`src/rtl/game_state_mux.sv`:
```
// Master-side transmit mux: snapshots the game state once per frame and sends it as five
// tagged 16-bit words ({tag, payload}) to the UART 16-to-8 converter.
module game_state_mux #(
  parameter int unsigned FRAME_GAP = 65000
) (
  input  logic        clk,
  input  logic        rst,
  input  logic [11:0] pl1_posx,
  input  logic [11:0] pl1_posy,
  input  logic [11:0] ball_posx,
  input  logic [11:0] ball_posy,
  input  logic [3:0]  pl1_score,
  input  logic [3:0]  pl2_score,
  input  logic        flag_point,
  input  logic        end_game,
  input  logic        whistle_play,
  input  logic        conv16to8ready,
  input  logic        tx_done,
  output logic [15:0] data,
  output logic        data_valid,
  output logic        frame_sent
);

  localparam int unsigned CntW = $clog2(FRAME_GAP + 1);
  localparam logic [CntW-1:0] GapLast = CntW'(FRAME_GAP - 1);

  typedef enum logic [1:0] {StGap, StLoad, StSend, StWait} state_e;

  state_e           state_q, state_d;
  logic [CntW-1:0]  cnt_q, cnt_d;
  logic [2:0]       idx_q, idx_d;
  logic [4:0][11:0] snap_q, snap_d;
  logic             whistle_q, whistle_d;
  logic [15:0]      data_q, data_d;
  logic             data_valid_q, data_valid_d;
  logic             frame_sent_q, frame_sent_d;
  logic [11:0]      status;
  logic [2:0]       idx_inc;

  assign status  = {pl1_score, pl2_score, 1'b0, flag_point, end_game, whistle_q};
  assign idx_inc = idx_q + 3'd1;

  always_comb begin
    state_d      = state_q;
    cnt_d        = cnt_q;
    idx_d        = idx_q;
    snap_d       = snap_q;
    whistle_d    = whistle_q | whistle_play;
    data_d       = data_q;
    data_valid_d = data_valid_q;
    frame_sent_d = 1'b0;
    unique case (state_q)
      StGap: begin
        if (cnt_q == GapLast) begin
          state_d = StLoad;
        end else begin
          cnt_d = cnt_q + 1'b1;
        end
      end
      StLoad: begin
        snap_d       = {status, ball_posy, ball_posx, pl1_posy, pl1_posx};
        // The latched whistle goes into this frame; a pulse arriving now waits for the next.
        whistle_d    = whistle_play;
        idx_d        = 3'd0;
        data_d       = {4'd0, pl1_posx};
        data_valid_d = 1'b1;
        state_d      = StSend;
      end
      StSend: begin
        if (conv16to8ready && data_valid_q) begin
          data_valid_d = 1'b0;
          state_d      = StWait;
        end
      end
      StWait: begin
        if (tx_done) begin
          if (idx_q == 3'd4) begin
            frame_sent_d = 1'b1;
            cnt_d        = '0;
            state_d      = StGap;
          end else begin
            idx_d        = idx_inc;
            data_d       = {1'b0, idx_inc, snap_q[idx_inc]};
            data_valid_d = 1'b1;
            state_d      = StSend;
          end
        end
      end
      default: state_d = StGap;
    endcase
  end

  always_ff @(posedge clk or negedge rst) begin
    if (!rst) begin
      state_q      <= StGap;
      cnt_q        <= '0;
      idx_q        <= 3'd0;
      snap_q       <= '0;
      whistle_q    <= 1'b0;
      data_q       <= 16'h0000;
      data_valid_q <= 1'b0;
      frame_sent_q <= 1'b0;
    end else begin
      state_q      <= state_d;
      cnt_q        <= cnt_d;
      idx_q        <= idx_d;
      snap_q       <= snap_d;
      whistle_q    <= whistle_d;
      data_q       <= data_d;
      data_valid_q <= data_valid_d;
      frame_sent_q <= frame_sent_d;
    end
  end

  assign data       = data_q;
  assign data_valid = data_valid_q;
  assign frame_sent = frame_sent_q;

endmodule

```
`config.mk`:
```
export PLATFORM = sky130hd
export DESIGN_NAME = game_state_mux
export DESIGN_NICKNAME = d
export VERILOG_FILES = /design/src/rtl/game_state_mux.sv
export SDC_FILE = /design/constraint.sdc
export NUM_CORES = 1
export LEC_CHECK = 0
export CAP_MARGIN = 20
export CORE_ASPECT_RATIO = 0.7
export CORE_MARGIN = 5
export CORE_UTILIZATION = 35
export DETAILED_ROUTE_END_ITERATION = 8
export GPL_TIMING_DRIVEN = 0
export SYNTH_ARGS = -nofsm -noshare
export SYNTH_HDL_FRONTEND = slang
export SYNTH_SLANG_ARGS = --single-unit
```
`constraint.sdc`:
```
create_clock -name clk -period 2.6 [get_ports clk]
set_clock_uncertainty 0.05 [all_clocks]
set_input_delay 0.52 -clock clk [delete_from_list [all_inputs] [get_ports clk]]
set_output_delay 0.52 -clock clk [all_outputs]
set_load 0.01 [all_outputs]
```
======== Word level (Yosys, flattened, before mapping) ========
Cells that the tools add are included.
storage, ports and cells
  word-level logic and storage cells ...... 61
  bits of input ports ..................... 63
  output and inout port bits .............. 18
  register bits after elaboration ......... 99
cells by class
  equal/unequal tests ..................... 11
  reductions and logical operators ........ 9
  $add $sub $neg .......................... 2
  muxes and demuxes ....................... 25
  $lt $le $gt $ge ......................... 1
  bitwise gates (word level) .............. 1
operators by type and width
  cell                                                                    count
  16-bit two-way mux                                                      5
  16-bit one-hot mux with 2 select lines                                  2
  12-bit binary-select mux with 3-bit select                              1
  16-bit by 1-bit adder with 16-bit output (second input constant)        1
  16-bit equality test (second input constant)                            1
  12-bit two-way mux                                                      1
  2-bit != test (second input constant)                                   6
  2-bit two-way mux                                                       4
  2-bit one-hot mux with 4 select lines                                   1
  4-bit AND reduction                                                     2
  1-bit two-way mux                                                       7
  3-bit two-way mux                                                       2
  3-bit one-hot mux with 2 select lines                                   1
  3-bit AND reduction                                                     2
  2-bit equality test (second input constant)                             2
  3-bit by 4-bit < comparator with 1-bit output (second input constant)   1
  2-bit nonzero test                                                      2
  3-bit by 1-bit adder with 3-bit output (second input constant)          1
  3-bit equality test (second input constant)                             1
  1-bit one-hot mux with 3 select lines                                   1
  3-bit nonzero test                                                      1
  2-bit by 1-bit equality test with 1-bit output (second input constant)  1
  2-bit zero test                                                         1
  1-bit logical AND                                                       1
  1-bit OR                                                                1

======== Longest topological paths before layout ========
Gate-level depths: netlist of run 1.
  depth after elaboration ................. 6
  mapped depth ............................ 10
  gate-level depth less buffers ........... 7

======== Worst setup path after synthesis of run 1 ========
No wires, ideal clock.
  kind .................................... reg-to-reg
  start ................................... register idx_q[0]
  end ..................................... register data_q[6] (netlist: data[6])
  buffers on the path ..................... 3
  library setup time ...................... 0.131 ns
  path slack .............................. 0.331 ns
  period minus slack after synthesis ...... 2.269 ns
  cell stages (with the launch flop) ...... 10
  data required time ...................... 2.419 ns
  arrival ................................. 2.087 ns
  path through ............................ dfrtp_1 buf_6 buf_6 inv_1 ha_1 buf_2 mux4_2 a221o_1 o21ai_0 o21ai_1
on the way
  word-level cells in the longest chain between the ends .. 6
  elaborated cells on any way between the ends .. 9
  those cells by class .................... add/sub: 1; eq/ne: 2; mux: 5; reduce/logical: 1
ends and longest elaborated chain
  what                                        RTL line  text
  start: declaration                          31        logic [2:0] idx_q, idx_d;
  start signal: assignment                    106       idx_q <= idx_d;
  3-bit by 1-bit adder with 3-bit output      41        assign idx_inc = idx_q + 3'd1;
  12-bit binary-select mux with 3-bit select  83        data_d = {1'b0, idx_inc, snap_q[idx_inc]};
  12-bit two-way mux (implied by the code)    83
  16-bit two-way mux                          77        if (idx_q == 3'd4) begin
  16-bit two-way mux                          76        if (tx_done) begin
  16-bit one-hot mux with 2 select lines      52        unique case (state_q)
  end signal: assignment                      109       data_q <= data_d;
  end: declaration                            34        logic [15:0] data_q, data_d;
Several ways; a longest one is shown, not always the timed one. The select of a mux whose other input is x is not followed.
A chain may end at the register's enable or synchronous reset.

======== Final worst setup path of run 1 ========
  start ................................... register idx_q[0]
  end ..................................... register data_q[8] (netlist: data[8])
Same word-level chain as after synthesis.

==> qor.txt, run 1 <==
Crit path cell chain - buf_6, buf_6, inv_1, ha_4, buf_6, mux4_2, a221o_1, o21ai_2, o21ai_1
Pins over their slew limit - 0
Post-Place Cells - 603
Number of synthesized flops with an enable pin - 0
Initial Utilization - 0.357
Drt wl/cell - 19.0 um
Sequential fraction of the synthesis area - 0.538
Dpl ws - -0.225 ns
CP arrival - 2.58 ns
Mapped Area - 4420 um2
Endpoints failing hold - 0
Clock sinks - 95
Slowest-stage cell, CP - dfrtp_1
CTS Buf Count - 9
Fraction of layout cells with a size suffix above 1 - 0.240
Row count - 34
Reg2Reg Capture Point - data[8]
Largest net degree at the start of global routing - 56
Adder-cell share of the synthesized area - 0.00849
H-tree lvl count - 3
Reg2Reg Depth - 9
DRT antenna net count - 0
Buf/Inv on CP - 4
Total congestion overflow - 0
Worst-path clk slew - 0.06 ns
Clock buffer depth - 2
Ant diodes - 0
First-pass GRT wire length - 18700 um
Drt pass-1 iters - 4
Crit-path max cell delay - 0.40 ns
Initial antenna violation count - 0
Power Density - 644 nW/um2
CTS tree - built
Crit Path Category - reg2reg
Main combinational cell family by area after synthesis - multiplexers
Skew-Pair Late Insertion Delay - 0.34 ns
Post-Synth XOR/XNOR Area - 0.00198
Worst vdd ir - 0.349 mV
Distinct cells, synth - 45
Cells after Synth - 361
Vias in the first global route - 3227
Nets - 518
Startpoint Class - flip-flop
Crit path capture type - flip-flop
Detailed Route Iter0 Violations - 208
Yosys Warn Count - 0
FMAX - 411 MHz
Vert. Die Dim - 104 um
Port bufs - 79
Main synth FF type - dfrtp_1
Die width - 144 um
Synth Register Bits - 95
DP HPWL - 8730 um
Synthesized Nets - 427
Rel. slew slack - 0.419
Fin util - 0.464
Core area - 12400 um2
Crit path top cell by count - buf_6
Compound-Gate Fraction of Synth Area - 0.104
DR vias/cell - 5.21
Final setup vio count - 0
Tmin final - 2.43 ns
Root Buffer - clkbuf_16
Final std cells w/o fill - 617
Synth-to-layout area growth - 29.8%
Die Area - 15000 um2
Gpl congestion - 0.842
Reg2reg setup slack - 0.17 ns
GRT Util Overall - 0.163
CP max FO - 10
Crit share post-route - 0.935
Final instance area - 5740 um2
Mux share of post-synthesis cell area - 0.216
Least-Margin Pin Slew - 0.865 ns
LEAKAGE - 2.60 nW
WL final - 11700 um
DRC - 0
Avg Cell Area, Syn - 12.2 um2
WHS - 0.186 ns
Post-Synth Simple-Gate Area - 0.0979
Reg2reg start - idx_q[0]
Status - finished, final reports clean
CP delay by family, top - buffers and inverters
Hold Path Class - in2async
Placed cell areas - 5430 um2
Setup WS post-layout - 0.170 ns
Worst endpoint required time - 2.75 ns
Post-synth ARST share - 1.00
Total number of vias - 3214
Fill cell count - 1123
# Max-Cap Violations - 0
RSZ-0062 raised after global routing - no
IO Pins - 81
area by class of cell:
class                   instances  area [um2]  share of cell area
clock inverters                 1        30.0             0.00523
repair buffers                 80         808               0.141
flip-flops and latches         95        2380               0.414
inverters                       6        22.5             0.00392
plain buffers                  23         131              0.0229
multi-input cells             237        1920               0.334
clock buffers                  13         250              0.0436
well taps                     162         203              0.0353
cells in the final DEF, fill, tap and decap left out, types with 2 or more instances in the layout:
cell type        instances
ha_1                     2
a21oi_1                  3
a221o_1                 11
buf_2                    9
clkbuf_1                11
mux2_2                  59
mux4_2                  12
nand4_1                  6
o21bai_1                 2
clkdlybuf4s50_1         78
nor2_1                  20
dfrtp_1                 95
o21ai_1                  9
buf_4                    4
nand2_1                 29
o21ai_0                 34
buf_6                    3
inv_1                    6
nand3_1                 10
mux2i_1                  2
nor3_2                   2
a21o_1                   4
clkbuf_16                9
nor3_1                   6
state kept, by name, summed over array words and instances (netlist names):
name and flops:
cnt_q 16, data 13, data_valid 1, frame_sent 1
idx_q 2, snap_q 59, state_q 2, whistle_q 1
per-stage QoR:
step	power, mW	setup TNS, ns
final	3.69	0
after floorplan	1.98	0
after global routing	3.87	0
after detailed placement	2.42	-0.958
after global placement	2.41	-248.68
after CTS	3.73	0
per-layer routing:
layer  track usage  part of all wire  wire (um)
met1         0.262              0.51       5940
met4        0.0360             0.011        132
met2         0.219              0.42       4900
met3        0.0414             0.063        735
met5             0                 0          0
worst max-delay path by stage:
stage | from | end | slack [ns] | cells past startpoint
global placement | rst | cnt_q[5] | -2.62 | 1
floorplan | idx_q[0] | data[6] | 0.33 | 9
CTS | idx_q[0] | data[8] | 0.08 | 9
global route | idx_q[0] | data[5] | 0.003 | 10
finish | idx_q[0] | data[8] | 0.17 | 9
detailed placement | idx_q[0] | data[8] | -0.23 | 9
cells in the mapped netlist, drive strengths merged, types with 2 or more instances:
library cell  instances  area (um2)
nor2                 20        75.1
nor3                  8        50.1
o21ai                44         220
buf                  15        95.1
or4                   2        18.8
a221o                11         110
mux2                 59         664
inv                   6        22.5
nand4                 6        37.5
mux4                 12         270
a21o                  4        30.0
clkbuf                8        30.0
a21oi                 4        20.0
o21bai                2        15.0
nand3                11        60.1
mux2i                 2        20.0
nand2                29         109
ha                    3        37.5
dfrtp                95        2380
nor4                  2        27.5
logic make-up (layout without fill, tap and decap cells):
family,count (synthesis),in the layout
AO/OA/AOI/OAI,73,73
buffers and inverters,29,123
flip-flops,95,95
XOR/XNOR,1,1
other,1,1
AND/OR/NAND/NOR,86,86
multiplexers,73,73
adder cells (fa/ha/maj),3,3
report_power, final:
part	total, mW	switching (mW)	internal (mW)
logic	0.725	0.329	0.396
clock network	1.28	0.522	0.763
registers	1.68	0.0920	1.59
timing repair:
item                       4_1_cts  5_1_grt
hold buffers                     0        0
setup endpoints to repair        9       10
hold endpoints to repair         0        0
setup buffers                    0        0
gates resized for setup          5        3
Power figures use the tool's default switching activity.
==> run 2, diff against run 1 <==
- CTS_CLUSTER_SIZE: default -> 20
- SKIP_LAST_GASP: default -> 1
==> run 2 against run 1 <==
Compared with the run above: worst hold slack got worse by 0.00077 ns; setup slack got worse by 0.060 ns; sequential share of layout area barely moved; flip-flop and latch count did not move; fmax fell by 2.4%; total power hardly changed; non-clock buffer count is the same; die area did not move; clock-buffer cell count stayed put; largest power group unchanged.
==> qor.txt, run 2 (synthesis results as in run 1) <==
Die width - 144 um (unchanged)
IO Pins - 81 (unchanged)
Initial antenna violation count - 0 (unchanged)
Pins over their slew limit - 0 (unchanged)
CP delay by family, top - buffers and inverters
Worst-path clk slew - 0.06 ns (about the same)
Reg2reg start - idx_q[0]
Startpoint Class - flip-flop
Skew-Pair Late Insertion Delay - 0.34 ns (about the same)
FMAX - 402 MHz (-2.4%)
CP max FO - 10 (unchanged)
Reg2reg setup slack - 0.11 ns (-0.06 ns)
Least-Margin Pin Slew - 0.846 ns (-0.0187 ns)
Clock power share - 0.348 (about the same)
Die Area - 15000 um2 (unchanged)
Synth-to-layout area growth - 29.7% (about the same)
Crit Path Category - reg2reg
Status - finished, final reports clean
Endpoints failing hold - 0 (unchanged)
WL final - 11800 um (+0.50%)
Hold Path Class - in2async
DP HPWL - 8730 um (unchanged)
Post-CTS Setup Bufs - 0 (unchanged)
CP arrival - 2.64 ns (+0.06 ns)
Core area - 12400 um2 (unchanged)
Placed cell areas - 5430 um2 (unchanged)
Total congestion overflow - 0 (unchanged)
Vert. Die Dim - 104 um (unchanged)
CTS Buf Count - 9 (unchanged)
DR vias/cell - 5.19 (-0.28%)
Internal power component - 2.75 mW (about the same)
Drt wl/cell - 19.1 um (+0.50%)
Crit path top cell by count - buf_6
RSZ-0062 raised after global routing - yes
Design Power - 3.69 mW (about the same)
H-tree lvl count - 3 (unchanged)
Most common cell after layout, fill and taps aside - dfrtp_1
Sequential share of power - 0.456 (about the same)
Detailed Route Iter0 Violations - 236 (+13%)
DRT antenna net count - 0 (unchanged)
# Max-Cap Violations - 0 (unchanged)
Final setup vio count - 0 (unchanged)
Switching part of the total - 0.255 (about the same)
Vias in the first global route - 3227 (unchanged)
Initial Utilization - 0.357 (unchanged)
Fraction of layout cells with a size suffix above 1 - 0.237 (-0.00220)
Crit share post-route - 0.958 (+0.0232)
Met3 usage - 0.0414 (unchanged)
Port bufs - 79 (unchanged)
Ant diodes - 0 (unchanged)
Met2 Use GR - 0.219 (unchanged)
Fill cell count - 1123 (unchanged)
Final std cells w/o fill - 617 (unchanged)
Crit path capture type - flip-flop
CTS tree - built
Nets - 518 (unchanged)
Rel. slew slack - 0.432 (+0.0126)
Most frequent cells in the layout - dfrtp_1, clkdlybuf4s50_1, mux2_2
Largest net degree at the start of global routing - 56 (unchanged)
Largest register FFs - 59 (unchanged)
Crit-path max cell delay - 0.40 ns (about the same)
Worst endpoint required time - 2.75 ns (about the same)
Switch Pwr - 943 uW (about the same)
Largest Register - snap_q
Reg2Reg Depth - 9 (unchanged)
GRT busiest layer - met1
Dpl ws - -0.225 ns (unchanged)
Final instance area - 5730 um2 (about the same)
Drt pass-1 iters - 4 (unchanged)
Clock buffer depth - 2 (unchanged)
Worst vdd ir - 0.353 mV (+1.1%)
Post-Place Cells - 603 (unchanged)
Row count - 34 (unchanged)
Tmin final - 2.49 ns (+0.0604 ns)
LEAKAGE - 2.60 nW (about the same)
DRC - 0 (unchanged)
Clock sinks - 95 (unchanged)
Root Buffer - clkbuf_16
Comb pwr share - 0.196 (about the same)
Buf/Inv on CP - 4 (unchanged)
GRT Util Overall - 0.163 (unchanged)
Slowest-stage cell, CP - dfrtp_1
Setup WS post-layout - 0.109 ns (-0.0604 ns)
Total number of vias - 3205 (-0.28%)
Gpl congestion - 0.842 (unchanged)
Crit path cell chain - buf_6, buf_6, inv_1, ha_4, buf_6, mux4_2, and3_1, a21oi_1, o21ai_0
First-pass GRT wire length - 18700 um (unchanged)
Met1 usage - 0.262 (unchanged)
Fin util - 0.463 (about the same)
Power Density - 644 nW/um2 (about the same)
Reg2Reg Capture Point - data[3]
-- run 2: cell types whose count changed in the layout (fill, tap and decap cells not counted) --
cell	delta
a21oi_1	+1
a21oi_2	-1
-- run 2: final cells by class --
cell class	count	area [um2]	share of cell area
well taps	162	203	0.0353
repair buffers	80	808	0.141
clock buffers	13	250	0.0436
multi-input cells	237	1910	0.333
flip-flops and latches	95	2380	0.415
plain buffers	23	131	0.0229
inverters	6	22.5	0.00393
clock inverters	1	30.0	0.00524
-- run 2: worst register-to-register path, stage by stage, from the launching register on --
cell,delay (ns)
dfrtp_1,0.40
buf_6,0.17
buf_6,0.20
inv_1,0.12
ha_4,0.33
buf_6,0.19
mux4_2,0.34
and3_1,0.19
a21oi_1,0.25
o21ai_0,0.11
-- run 2: per-stage QoR --
stage | setup TNS, ns | hold WS (ns)
final | 0 | 0.186
after floorplan | 0 | 0.174
after global routing | -0.0107 | 0.260
after CTS | 0 | 0.211
after detailed placement | -0.958 | 0.424
after global placement | -248.68 | 0.415
-- run 2: worst max path at each step --
stage	start	endpoint	slack, ns	cells after the start
2_1_floorplan	idx_q[0]	data[6]	0.33	9
3_3_place_gp	rst	cnt_q[5]	-2.62	1
3_5_place_dp	idx_q[0]	data[8]	-0.23	9
4_1_cts	idx_q[0]	data[8]	0.08	9
5_1_grt	idx_q[0]	data[3]	-0.01	9
6_report	idx_q[0]	data[3]	0.11	9
-- run 2: power by group through the flow --
stage | logic, mW | clock network, mW | registers (mW)
floorplan | 0.248 | 0 | 1.73
global placement | 0.701 | 0 | 1.71
detailed placement | 0.713 | 0 | 1.71
CTS | 0.734 | 1.32 | 1.68
global route | 0.795 | 1.38 | 1.70
finish | 0.725 | 1.29 | 1.68
-- run 2: what timing repair did --
| item | 4_1_cts | 5_1_grt |
|---|---|---|
| hold buffers | 0 | 0 |
| gates cloned | 0 | 0 |
| resized for setup | 5 | 2 |
| endpoints found under the setup margin | 9 | 10 |
-- run 2: per-layer routing --
layer | wire (um) | share of wire
met5 | 0 | 0
met4 | 53 | 0.0045
met3 | 806 | 0.069
met2 | 4970 | 0.42
met1 | 5930 | 0.50
